**src/rtl/dbg_env_pkg.sv**
```systemverilog
// -----------------------------------------------------------------------------
// dbg_env_pkg
//   Shared definitions for the FPGA debug wrapper's data-port blocks.
//   - state_t : CPU reset sequencer states (CLEAR, HOLD, RUN)
//   - *_OFS   : MMIO word offsets relative to the MMIO base address
// -----------------------------------------------------------------------------
package dbg_env_pkg;

   typedef enum logic [1:0] {
      CLEAR = 2'd0,  // sweeping zeros into the RAM, CPU held in reset
      HOLD  = 2'd1,  // waiting for the run switch to be stably low
      RUN   = 2'd2   // CPU released, bus accesses honoured
   } state_t;

   localparam int unsigned LED_OFS = 0;
   localparam int unsigned SW_OFS  = 1;
   localparam int unsigned CNT_OFS = 2;

endpackage : dbg_env_pkg

```
**src/rtl/sync_2ff.sv**
```systemverilog
// -----------------------------------------------------------------------------
// sync_2ff
//   Two-flop synchroniser for slow asynchronous inputs (board switches).
//   Each bit is synchronised independently; no multi-bit coherency is implied.
// Ports:
//   clk   in  1      destination clock
//   rst   in  1      asynchronous active-high reset, clears both stages
//   d     in  WIDTH  asynchronous input
//   q     out WIDTH  synchronised output (2 cycles of latency)
// -----------------------------------------------------------------------------
module sync_2ff #(
   parameter int unsigned WIDTH = 1
) (
   input  logic             clk,
   input  logic             rst,
   input  logic [WIDTH-1:0] d,
   output logic [WIDTH-1:0] q
);

   logic [WIDTH-1:0] meta;

   // NOTE: sequential state uses non-blocking assignments so every flop samples
   // the pre-edge value of its source; with blocking '=' the second stage would
   // see the first stage's new value and the chain would collapse to one flop.
   always_ff @(posedge clk or posedge rst) begin
      if (rst) begin
         meta <= '0;
         q    <= '0;
      end else begin
         meta <= d;
         q    <= meta;
      end
   end

endmodule : sync_2ff

```
**src/rtl/dmem_mmio.sv**
```systemverilog
// -----------------------------------------------------------------------------
// dmem_mmio
//   Data RAM plus memory-mapped I/O on the CPU data port, with a CPU reset
//   sequencer. Word addressing throughout.
//     0 .. DEPTH-1      : RAM (read/write)
//     MMIO_BASE + 0     : LED register (write takes low NUM_LED bits)
//     MMIO_BASE + 1     : synchronised switches (read-only)
//     MMIO_BASE + 2     : free-running cycle counter (read-only)
//     anything else     : reads 0, writes dropped, sets ERR while in RUN
//   The sequencer zeroes the RAM (CLEAR), waits for SW[0] to be stably low for
//   DEBOUNCE cycles (HOLD), then releases the CPU (RUN). SW[0] high in RUN
//   aborts back to CLEAR.
// Ports:
//   CLK100MHZ               in  1       sole clock
//   RST                     in  1       asynchronous active-high reset
//   MEM_ACCESS_ADDRESS_BUS  in  ADDR_W  CPU word address
//   MEM_ACCESS_READ_WRN     in  1       1 = read, 0 = write
//   MEM_ACCESS_DATA_OUT_BUS in  DATA_W  CPU write data
//   MEM_ACCESS_DATA_IN_BUS  out DATA_W  combinational read data to CPU
//   SW                      in  NUM_SW  raw board switches, SW[0] = run/hold
//   LED                     out NUM_LED LED register
//   CPU_RST_N               out 1       registered active-low CPU reset
//   ERR                     out 1       sticky out-of-map access flag
// -----------------------------------------------------------------------------
module dmem_mmio
   import dbg_env_pkg::*;
#(
   parameter int unsigned DATA_W    = 32,
   parameter int unsigned ADDR_W    = 32,
   parameter int unsigned DEPTH     = 16,
   parameter int unsigned MMIO_BASE = 32'h100,
   parameter int unsigned NUM_LED   = 4,
   parameter int unsigned NUM_SW    = 4,
   parameter int unsigned DEBOUNCE  = 1000
) (
   input  logic              CLK100MHZ,
   input  logic              RST,
   input  logic [ADDR_W-1:0] MEM_ACCESS_ADDRESS_BUS,
   input  logic              MEM_ACCESS_READ_WRN,
   input  logic [DATA_W-1:0] MEM_ACCESS_DATA_OUT_BUS,
   output logic [DATA_W-1:0] MEM_ACCESS_DATA_IN_BUS,
   input  logic [NUM_SW-1:0] SW,
   output logic [NUM_LED-1:0] LED,
   output logic              CPU_RST_N,
   output logic              ERR
);

   localparam int unsigned IDX_W = $clog2(DEPTH);
   localparam int unsigned DEB_W = $clog2(DEBOUNCE + 1);

   localparam logic [IDX_W-1:0]  IDX_LAST = IDX_W'(DEPTH - 1);
   localparam logic [DEB_W-1:0]  DEB_LAST = DEB_W'(DEBOUNCE - 1);
   localparam logic [ADDR_W-1:0] RAM_TOP  = ADDR_W'(DEPTH);
   localparam logic [ADDR_W-1:0] LED_ADDR = ADDR_W'(MMIO_BASE + LED_OFS);
   localparam logic [ADDR_W-1:0] SW_ADDR  = ADDR_W'(MMIO_BASE + SW_OFS);
   localparam logic [ADDR_W-1:0] CNT_ADDR = ADDR_W'(MMIO_BASE + CNT_OFS);

   state_t              state, state_next;
   logic [IDX_W-1:0]    idx;
   logic [DEB_W-1:0]    deb_cnt;
   logic [NUM_LED-1:0]  led;
   logic [DATA_W-1:0]   counter;
   logic                err;
   logic                cpu_rst_n;

   logic [NUM_SW-1:0]   sw_s;
   logic                sw0_s;

   logic [DATA_W-1:0]   ram [DEPTH];
   logic                ram_we;
   logic [IDX_W-1:0]    ram_waddr;
   logic [DATA_W-1:0]   ram_wdata;

   logic                in_ram, is_led, is_sw, is_cnt, unmapped;
   logic                cpu_wr;
   logic [DATA_W-1:0]   rdata;

   // ---------------------------------------------------------------- switches
   sync_2ff #(.WIDTH(NUM_SW)) u_sw_sync (
      .clk (CLK100MHZ),
      .rst (RST),
      .d   (SW),
      .q   (sw_s)
   );

   assign sw0_s = sw_s[0];

   // ---------------------------------------------------------------- decode
   assign in_ram   = (MEM_ACCESS_ADDRESS_BUS < RAM_TOP);
   assign is_led   = (MEM_ACCESS_ADDRESS_BUS == LED_ADDR);
   assign is_sw    = (MEM_ACCESS_ADDRESS_BUS == SW_ADDR);
   assign is_cnt   = (MEM_ACCESS_ADDRESS_BUS == CNT_ADDR);
   assign unmapped = !(in_ram || is_led || is_sw || is_cnt);

   // A CPU write only lands in RUN and only if the run switch is not
   // simultaneously requesting an abort.
   assign cpu_wr = (state == RUN) && !MEM_ACCESS_READ_WRN && !sw0_s;

   // ------------------------------------------------- next state / RAM port
   // The single RAM write port is shared between the CLEAR sweep and the CPU.
   // NOTE: every signal driven here gets a default before the case statement;
   // a path that leaves one unassigned would infer a latch.
   always_comb begin
      state_next = state;
      ram_we     = 1'b0;
      ram_waddr  = '0;
      ram_wdata  = '0;
      case (state)
         CLEAR: begin
            ram_we    = 1'b1;
            ram_waddr = idx;
            if (idx == IDX_LAST) state_next = HOLD;
         end
         HOLD: begin
            if (!sw0_s && deb_cnt == DEB_LAST) state_next = RUN;
         end
         RUN: begin
            if (sw0_s) begin
               state_next = CLEAR;
            end else if (cpu_wr && in_ram) begin
               ram_we    = 1'b1;
               ram_waddr = MEM_ACCESS_ADDRESS_BUS[IDX_W-1:0];
               ram_wdata = MEM_ACCESS_DATA_OUT_BUS;
            end
         end
         default: state_next = CLEAR;
      endcase
   end

   // ---------------------------------------------------------------- state
   always_ff @(posedge CLK100MHZ or posedge RST) begin
      if (RST) state <= CLEAR;
      else     state <= state_next;
   end

   // ------------------------------------------------------- control registers
   always_ff @(posedge CLK100MHZ or posedge RST) begin
      if (RST) begin
         idx       <= '0;
         deb_cnt   <= '0;
         led       <= '0;
         counter   <= '0;
         err       <= 1'b0;
         cpu_rst_n <= 1'b0;
      end else begin
         // Registered off next state so the CPU sees reset release on the
         // same edge the sequencer enters RUN.
         cpu_rst_n <= (state_next == RUN);

         // idx parks at 0 outside CLEAR, so any entry into CLEAR restarts
         // the sweep from the bottom.
         if (state == CLEAR && idx != IDX_LAST) idx <= idx + IDX_W'(1);
         else                                   idx <= '0;

         // Any high sample of sw0_s in HOLD restarts the debounce window.
         if (state == HOLD && !sw0_s && deb_cnt != DEB_LAST)
            deb_cnt <= deb_cnt + DEB_W'(1);
         else
            deb_cnt <= '0;

         if (state == RUN) counter <= counter + DATA_W'(1);
         else              counter <= '0;

         if (state == CLEAR)         led <= '0;
         else if (cpu_wr && is_led)  led <= MEM_ACCESS_DATA_OUT_BUS[NUM_LED-1:0];

         if (state == RUN) begin
            if (sw0_s)         err <= 1'b0;  // entering CLEAR
            else if (unmapped) err <= 1'b1;
         end
      end
   end

   // ---------------------------------------------------------------- RAM
   // NOTE: the array has no reset so it can map onto block RAM; its contents
   // are defined by the CLEAR sweep rather than by RST.
   always_ff @(posedge CLK100MHZ) begin
      if (ram_we) ram[ram_waddr] <= ram_wdata;
   end

   // ---------------------------------------------------------------- read mux
   always_comb begin
      rdata = '0;
      if (in_ram)      rdata                = ram[MEM_ACCESS_ADDRESS_BUS[IDX_W-1:0]];
      else if (is_led) rdata[NUM_LED-1:0]   = led;
      else if (is_sw)  rdata[NUM_SW-1:0]    = sw_s;
      else if (is_cnt) rdata                = counter;
   end

   assign MEM_ACCESS_DATA_IN_BUS = rdata;
   assign LED                    = led;
   assign CPU_RST_N              = cpu_rst_n;
   assign ERR                    = err;

endmodule : dmem_mmio

```
**config.mk**
```make
export PLATFORM = sky130hd
export DESIGN_NAME = dmem_mmio
export DESIGN_NICKNAME = d
export VERILOG_FILES = /design/src/rtl/dbg_env_pkg.sv /design/src/rtl/sync_2ff.sv /design/src/rtl/dmem_mmio.sv
export SDC_FILE = /design/constraint.sdc
export NUM_CORES = 1
export LEC_CHECK = 0
export BUFFER_PORTS_ARGS = -buffer_cell sky130_fd_sc_hd__buf_4
export CAP_MARGIN = 20
export CORE_MARGIN = 3
export CORE_UTILIZATION = 40
export CTS_BUF_LIST = sky130_fd_sc_hd__clkbuf_8
export DETAILED_ROUTE_END_ITERATION = 8
export PLACE_DENSITY = 0.6
export SYNTH_ARGS = -nofsm -noshare
export SYNTH_HDL_FRONTEND = slang
export SYNTH_HIERARCHICAL = 1
export SYNTH_SLANG_ARGS = --single-unit
```
**constraint.sdc**
```tcl
create_clock -name CLK100MHZ -period 7.51 [get_ports CLK100MHZ]
set_input_delay 1.1265 -clock CLK100MHZ [delete_from_list [all_inputs] [get_ports CLK100MHZ]]
set_output_delay 1.1265 -clock CLK100MHZ [all_outputs]
set_load 0.02 [all_outputs]
```
Yosys cells after proc, flatten, opt, wreduce, memory -nomap -nowiden
Memories as Yosys holds them, arrays and structs flattened.
Index checks and enable logic that the tools add are counted.
{"block": "totals", "register_bits": 62, "ram_bits": 512, "in_bits": 71, "out_inout_bits": 38, "elab_cells": 69, "memories": 1}
{"name": "ram", "words": 16, "width": 32, "read_ports": 1, "rd_ports_with_merged_regs": 0, "write_ports": 1, "line_no": "dmem_mmio.sv:69", "rtl": "logic [DATA_W-1:0] ram [DEPTH];"}
{"block": "op_classes", "addsub": 3, "order_cmp": 1, "eq_ne": 11, "muxes": 28, "n_reduce_logical": 16}
{"op": "$mux 32", "count": 6}
{"op": "$eq 32x9->1 const B", "count": 3}
{"op": "$mux 28", "count": 2}
{"op": "$add 32x1->32 const B", "count": 1}
{"op": "$lt 32x5->1 const B", "count": 1}
{"op": "$mux 4", "count": 7}
{"op": "$add 10x1->10 const B", "count": 1}
{"op": "$eq 10x10->1 const B", "count": 1}
{"op": "$mux 10", "count": 1}
{"op": "$ne 10x10->1 const B", "count": 1}
{"op": "$logic_and 1x1->1", "count": 8}
{"op": "$pmux 4 s2", "count": 1}
{"op": "$mux 1", "count": 6}
{"op": "$mux 2", "count": 3}
{"op": "$pmux 2 s3", "count": 1}
{"op": "$add 4x1->4 const B", "count": 1}
{"op": "$eq 2x2->1 const B", "count": 2}
{"op": "$eq 4x4->1 const B", "count": 1}
{"op": "$ne 4x4->1 const B", "count": 1}
{"op": "$logic_or 1x1->1", "count": 3}
{"op": "$eq 2x1->1 const B", "count": 1}
{"op": "$logic_not 1->1", "count": 2}
{"op": "$logic_not 2->1", "count": 1}
{"op": "$ne 2x1->1 const B", "count": 1}
{"op": "other kinds (3)", "count": 3}

Depth between registers and ports, before layout
{"block": "depth", "word_depth": 9, "ltp_mapped": 9, "ltp_nobuf": 7}

Hierarchy
The synthesis kept the hierarchy.
{"module": "dmem_mmio", "n_inst": 1, "cells_per_inst": 1179, "area_per_inst_um2": 22549.1, "seq_area_each_um2": 16726.0}
{"module": "sync_2ff", "n_inst": 1, "cells_per_inst": 9, "area_per_inst_um2": 203.9, "seq_area_each_um2": 200.2}

Worst setup path before layout
Ideal clock, no wire load.
{"block": "synth_path", "path_type": "input-to-reg", "start": "input MEM_ACCESS_ADDRESS_BUS[0]", "end": "memory ram[7][0] (enable)", "setup_time_ps": 461, "t_arrival_ps": 4566, "t_required_ps": 7049, "slack_ps": 2483, "path_stages": 7, "path_buffers": 4, "path_cell_list": "clkbuf_2 > buf_2 > buf_4 > buf_2 > a21oi_1 > or3_1 > nor3_1"}
{"block": "synth_between", "elab_chain_cells": 7, "elab_cells_between_ends": 10, "classes_between": "order compare (1); mux (8); reduce/logical (1)"}
{"element": "start: declaration", "line_no": "dmem_mmio.sv:38", "rtl": "input logic [ADDR_W-1:0] MEM_ACCESS_ADDRESS_BUS,"}
{"element": "$lt 32x5->1", "line_no": "dmem_mmio.sv:89", "rtl": "assign in_ram = (MEM_ACCESS_ADDRESS_BUS < RAM_TOP);"}
{"element": "$logic_and 1x1->1", "line_no": "dmem_mmio.sv:120", "rtl": "end else if (cpu_wr && in_ram) begin"}
{"element": "$mux 1", "line_no": "dmem_mmio.sv:120"}
{"element": "$mux 1", "line_no": "dmem_mmio.sv:118", "rtl": "if (sw0_s) begin"}
{"element": "$pmux 1 s2", "line_no": "dmem_mmio.sv:108", "rtl": "case (state)"}
{"element": "$mux 1", "line_no": "dmem_mmio.sv:178", "rtl": "if (ram_we) ram[ram_waddr] <= ram_wdata;"}
{"element": "$mux 1 (not written as such)", "line_no": "dmem_mmio.sv:178"}
{"element": "end: declaration", "line_no": "dmem_mmio.sv:69"}
Parallel ways exist; a longest one is shown, timed or not.

Final worst setup path
{"block": "layout_path", "start": "input MEM_ACCESS_ADDRESS_BUS[0]", "end": "output MEM_ACCESS_DATA_IN_BUS[31]"}
{"block": "layout_between", "elab_chain_cells": 5, "elab_cells_between_ends": 9, "classes_between": "order compare (1); eq/ne (3); mux (4); memory (1)"}
{"element": "branches (longest 4 deep; another with $lt 32x5->1)"}
{"element": "$mux 32 (*)", "line_no": "dmem_mmio.sv:184", "rtl": "if (in_ram) rdata = ram[MEM_ACCESS_ADDRESS_BUS[IDX_W-1:0]];"}
{"element": "end: declaration", "line_no": "dmem_mmio.sv:41", "rtl": "output logic [DATA_W-1:0] MEM_ACCESS_DATA_IN_BUS,"}
Every way passes the cells marked *.

==> impl_metrics.json <==
{
  "end_kind": "primary output",
  "hold_viol_final": 0,
  "layout-drive-gt1-share": 0.288,
  "cp.arrival_ns": 3.91,
  "ys_types": 47,
  "critPathLaunchType": "input port",
  "placed_cells": 2010,
  "cts_buffers": 91,
  "die_x_um": 245,
  "finalSetupTns_ns": 0,
  "synth_nets": 1262,
  "worst_skew_pair.late_latency_ns": 0.67,
  "clk_pin_slew_worst_paths_ns": 0.06,
  "tightest_slew_ns": 1.15,
  "grt_usage": 0.189,
  "setup_viol": 0,
  "fp.dieArea_um2": 59800,
  "syn_inst": 1188,
  "fin_util": 0.473,
  "syn_area_per_cell_um2": 19.2,
  "critPathCapture": "MEM_ACCESS_DATA_IN_BUS[31]",
  "cts_tree": "yes",
  "num-fill-cells": 4777,
  "critPathRequiredTime_ns": 6.38,
  "final_cell_mix": "512 x edfxtp_1, 137 x buf_4, 128 x mux4_2",
  "critical-path-max-stage-delay_ns": 0.67,
  "final_common_cell": "edfxtp_1",
  "p_per_area_nw_per_um2": 234,
  "cts.sinks": 574,
  "synth_edf_count": 512,
  "min_path_type": "flip-flop to flip-flop",
  "syn2layout_area_growth_pct": 15.8,
  "routed_wl_mm": 55.9,
  "fin_skew_ns": 0.0231,
  "cts_hold_buf": 0,
  "io_pins": 109,
  "grt_max_degree": 81,
  "grt_remaining_overflow": 0,
  "dpl_worst_slack_ns": 2.40,
  "root_buffer": "clkbuf_8",
  "initial_core_util": 0.408,
  "die-height_um": 245,
  "r2r_cells": 8,
  "route.detailed.drc": 0,
  "row_count": 86,
  "crit_top_cell": "buf_4",
  "ys_warn_count": 6,
  "cts_resized": 0,
  "synthArstFlopShare": 0.108,
  "firstDrtPassIters": 5,
  "p_leak_nw": 7.58,
  "worstPathCellList": "clkbuf_8, buf_4, mux4_2, a22oi_1, nand2_1, a22o_1, buf_4",
  "finalNetCount": 1429,
  "io_buffers": 108,
  "r2r_slack_ns": 3.45,
  "dp_hpwl_mm": 30.8,
  "max-cap-violations": 0,
  "core_area_um2": 55700,
  "max_freq_mhz": 199,
  "cts_setup_buffers": 0,
  "fin_hold_ws_ns": 0.350,
  "synth.yosys.seq_area_share": 0.744,
  "r2r-start": "u_sw_sync/q[0]$_DFF_PP0_",
  "cp-startpoint": "MEM_ACCESS_ADDRESS_BUS[0]",
  "netlist_area_um2": 22800,
  "worst_slack_ns": 2.48,
  "gp_congestion": 0.753,
  "synth_ff_type": "edfxtp_1",
  "antenna_found_initial": 1,
  "slew_headroom": 0.231,
  "fin_crit_sh": 0.670,
  "routedWlPerCell_um": 25.7,
  "ys_ff_latch": 574,
  "grt_pass1_wl_mm": 82.8,
  "multi_input_comb_area_um2": 5650,
  "viasPerCell": 5.57,
  "finalPower_mw": 6.17,
  "layoutNonFillerInstCount": 2178,
  "status": "complete, no violations",
  "num_vias": 12126,
  "cts_buffer_depth": 3,
  "drv_slew": 0,
  "path_class": "input port to primary output",
  "reg2reg_to": "ram[13][26]$_DFFE_PP_",
  "critPathMaxFanout": 68,
  "crit_slowest_cell": "buf_4",
  "drtAntennaViolNets": 0,
  "rsz0062_at_grt": "false",
  "ir_drop_mv": 0.220,
  "regArea_um2": 16900,
  "grt_pass1_vias": 12584,
  "drt_iter0_drc": 1070,
  "place_area_um2": 24600,
  "fin_crit_ns": 5.03,
  "postLayoutCellArea_um2": 26400,
  "cts_htree_levels": 3
}
metal layers:
metal | global-route usage | part of all wire | vias up | wire length (um)
met4 | 0.0524 | 0.020 | 0 | 1110
met2 | 0.296 | 0.47 | 447 | 26400
met3 | 0.0405 | 0.069 | 96 | 3840
met5 | 0 | 0 | - | 0
met1 | 0.270 | 0.44 | 6421 | 24600
li1 | - | - | 5162 | -
worst min-delay path by stage:
stage,start,cells past startpoint,endpoint
after floorplan,u_sw_sync/meta[0]$_DFF_PP0_,0,u_sw_sync/q[0]$_DFF_PP0_
after global placement,u_sw_sync/meta[0]$_DFF_PP0_,0,u_sw_sync/q[0]$_DFF_PP0_
after detailed placement,u_sw_sync/meta[0]$_DFF_PP0_,0,u_sw_sync/q[0]$_DFF_PP0_
after CTS,u_sw_sync/meta[2]$_DFF_PP0_,0,u_sw_sync/q[2]$_DFF_PP0_
after global routing,u_sw_sync/meta[2]$_DFF_PP0_,0,u_sw_sync/q[2]$_DFF_PP0_
final,u_sw_sync/meta[2]$_DFF_PP0_,0,u_sw_sync/q[2]$_DFF_PP0_
cell type report:
type                            instances  share of cell area
Sequential cell                       574               0.642
Multi-Input combinational cell        542               0.214
Clock buffer                           95              0.0496
Timing Repair Buffer                  140              0.0407
Tap cell                              748              0.0355
Clock inverter                         72              0.0167
Inverter                                6            0.000854
Antenna cell                            1           0.0000949
registers in the layout (all words and copies together), names as in the netlist:
| name | cells |
|---|---|
| idx | 4 |
| deb_cnt | 10 |
| ERR | 1 |
| CPU_RST_N | 1 |
| LED | 4 |
| u_sw_sync/q | 4 |
| u_sw_sync/meta | 4 |
| counter | 32 |
| ram | 512 |
| state | 2 |
synth_stat cells, types with 6 or more instances:
cell type  number  area [um^2]
a21oi_1         9         45.0
nand3_1        17         85.1
nand2_1        54          203
mux4_2        128         2880
a22o_1         32          280
clkbuf_1       39          146
a22oi_1        67          503
xor2_1         25          219
nor2_1         66          248
and3_1         13         81.3
nor3_1          9         45.0
nor2b_1         7         43.8
dfrtp_1        62         1550
nor4_1          8         50.1
inv_1           6         22.5
and2_1         37          231
edfxtp_1      512        15400
xnor2_1        14          123
buf_2          15         75.1
nand4_1        10         62.6
critical path: cells and delay by family:
kind	cells	cell delay, ns
buf+inv	3	1.50
compound gates	2	0.48
simple gates	1	0.09
mux	1	0.59
cell families (layout without fill, tap and decap cells):
logic type | after synthesis | after routing | share of synthesized area
other | 0 | 1 | 0
adders and majority gates | 3 | 3 | 0.00165
and+or+nand+nor | 241 | 241 | 0.0538
xor gates and xnor gates | 39 | 39 | 0.0150
muxes | 135 | 135 | 0.130
DFF | 574 | 574 | 0.744
AOI/OAI and AO/OA | 124 | 124 | 0.0412
buffers and inverters | 72 | 313 | 0.0144
where the power goes:
group / switching, mW / leakage [nW] / total [mW] / internal (mW)
sequential: 0.00210 / 4.37 / 3.44 / 3.43
clock: 1.21 / 0.966 / 2.56 / 1.35
combinational: 0.100 / 2.25 / 0.172 / 0.0722
total: 1.32 / 7.58 / 6.17 / 4.85
Power figures use the tool's default switching activity.
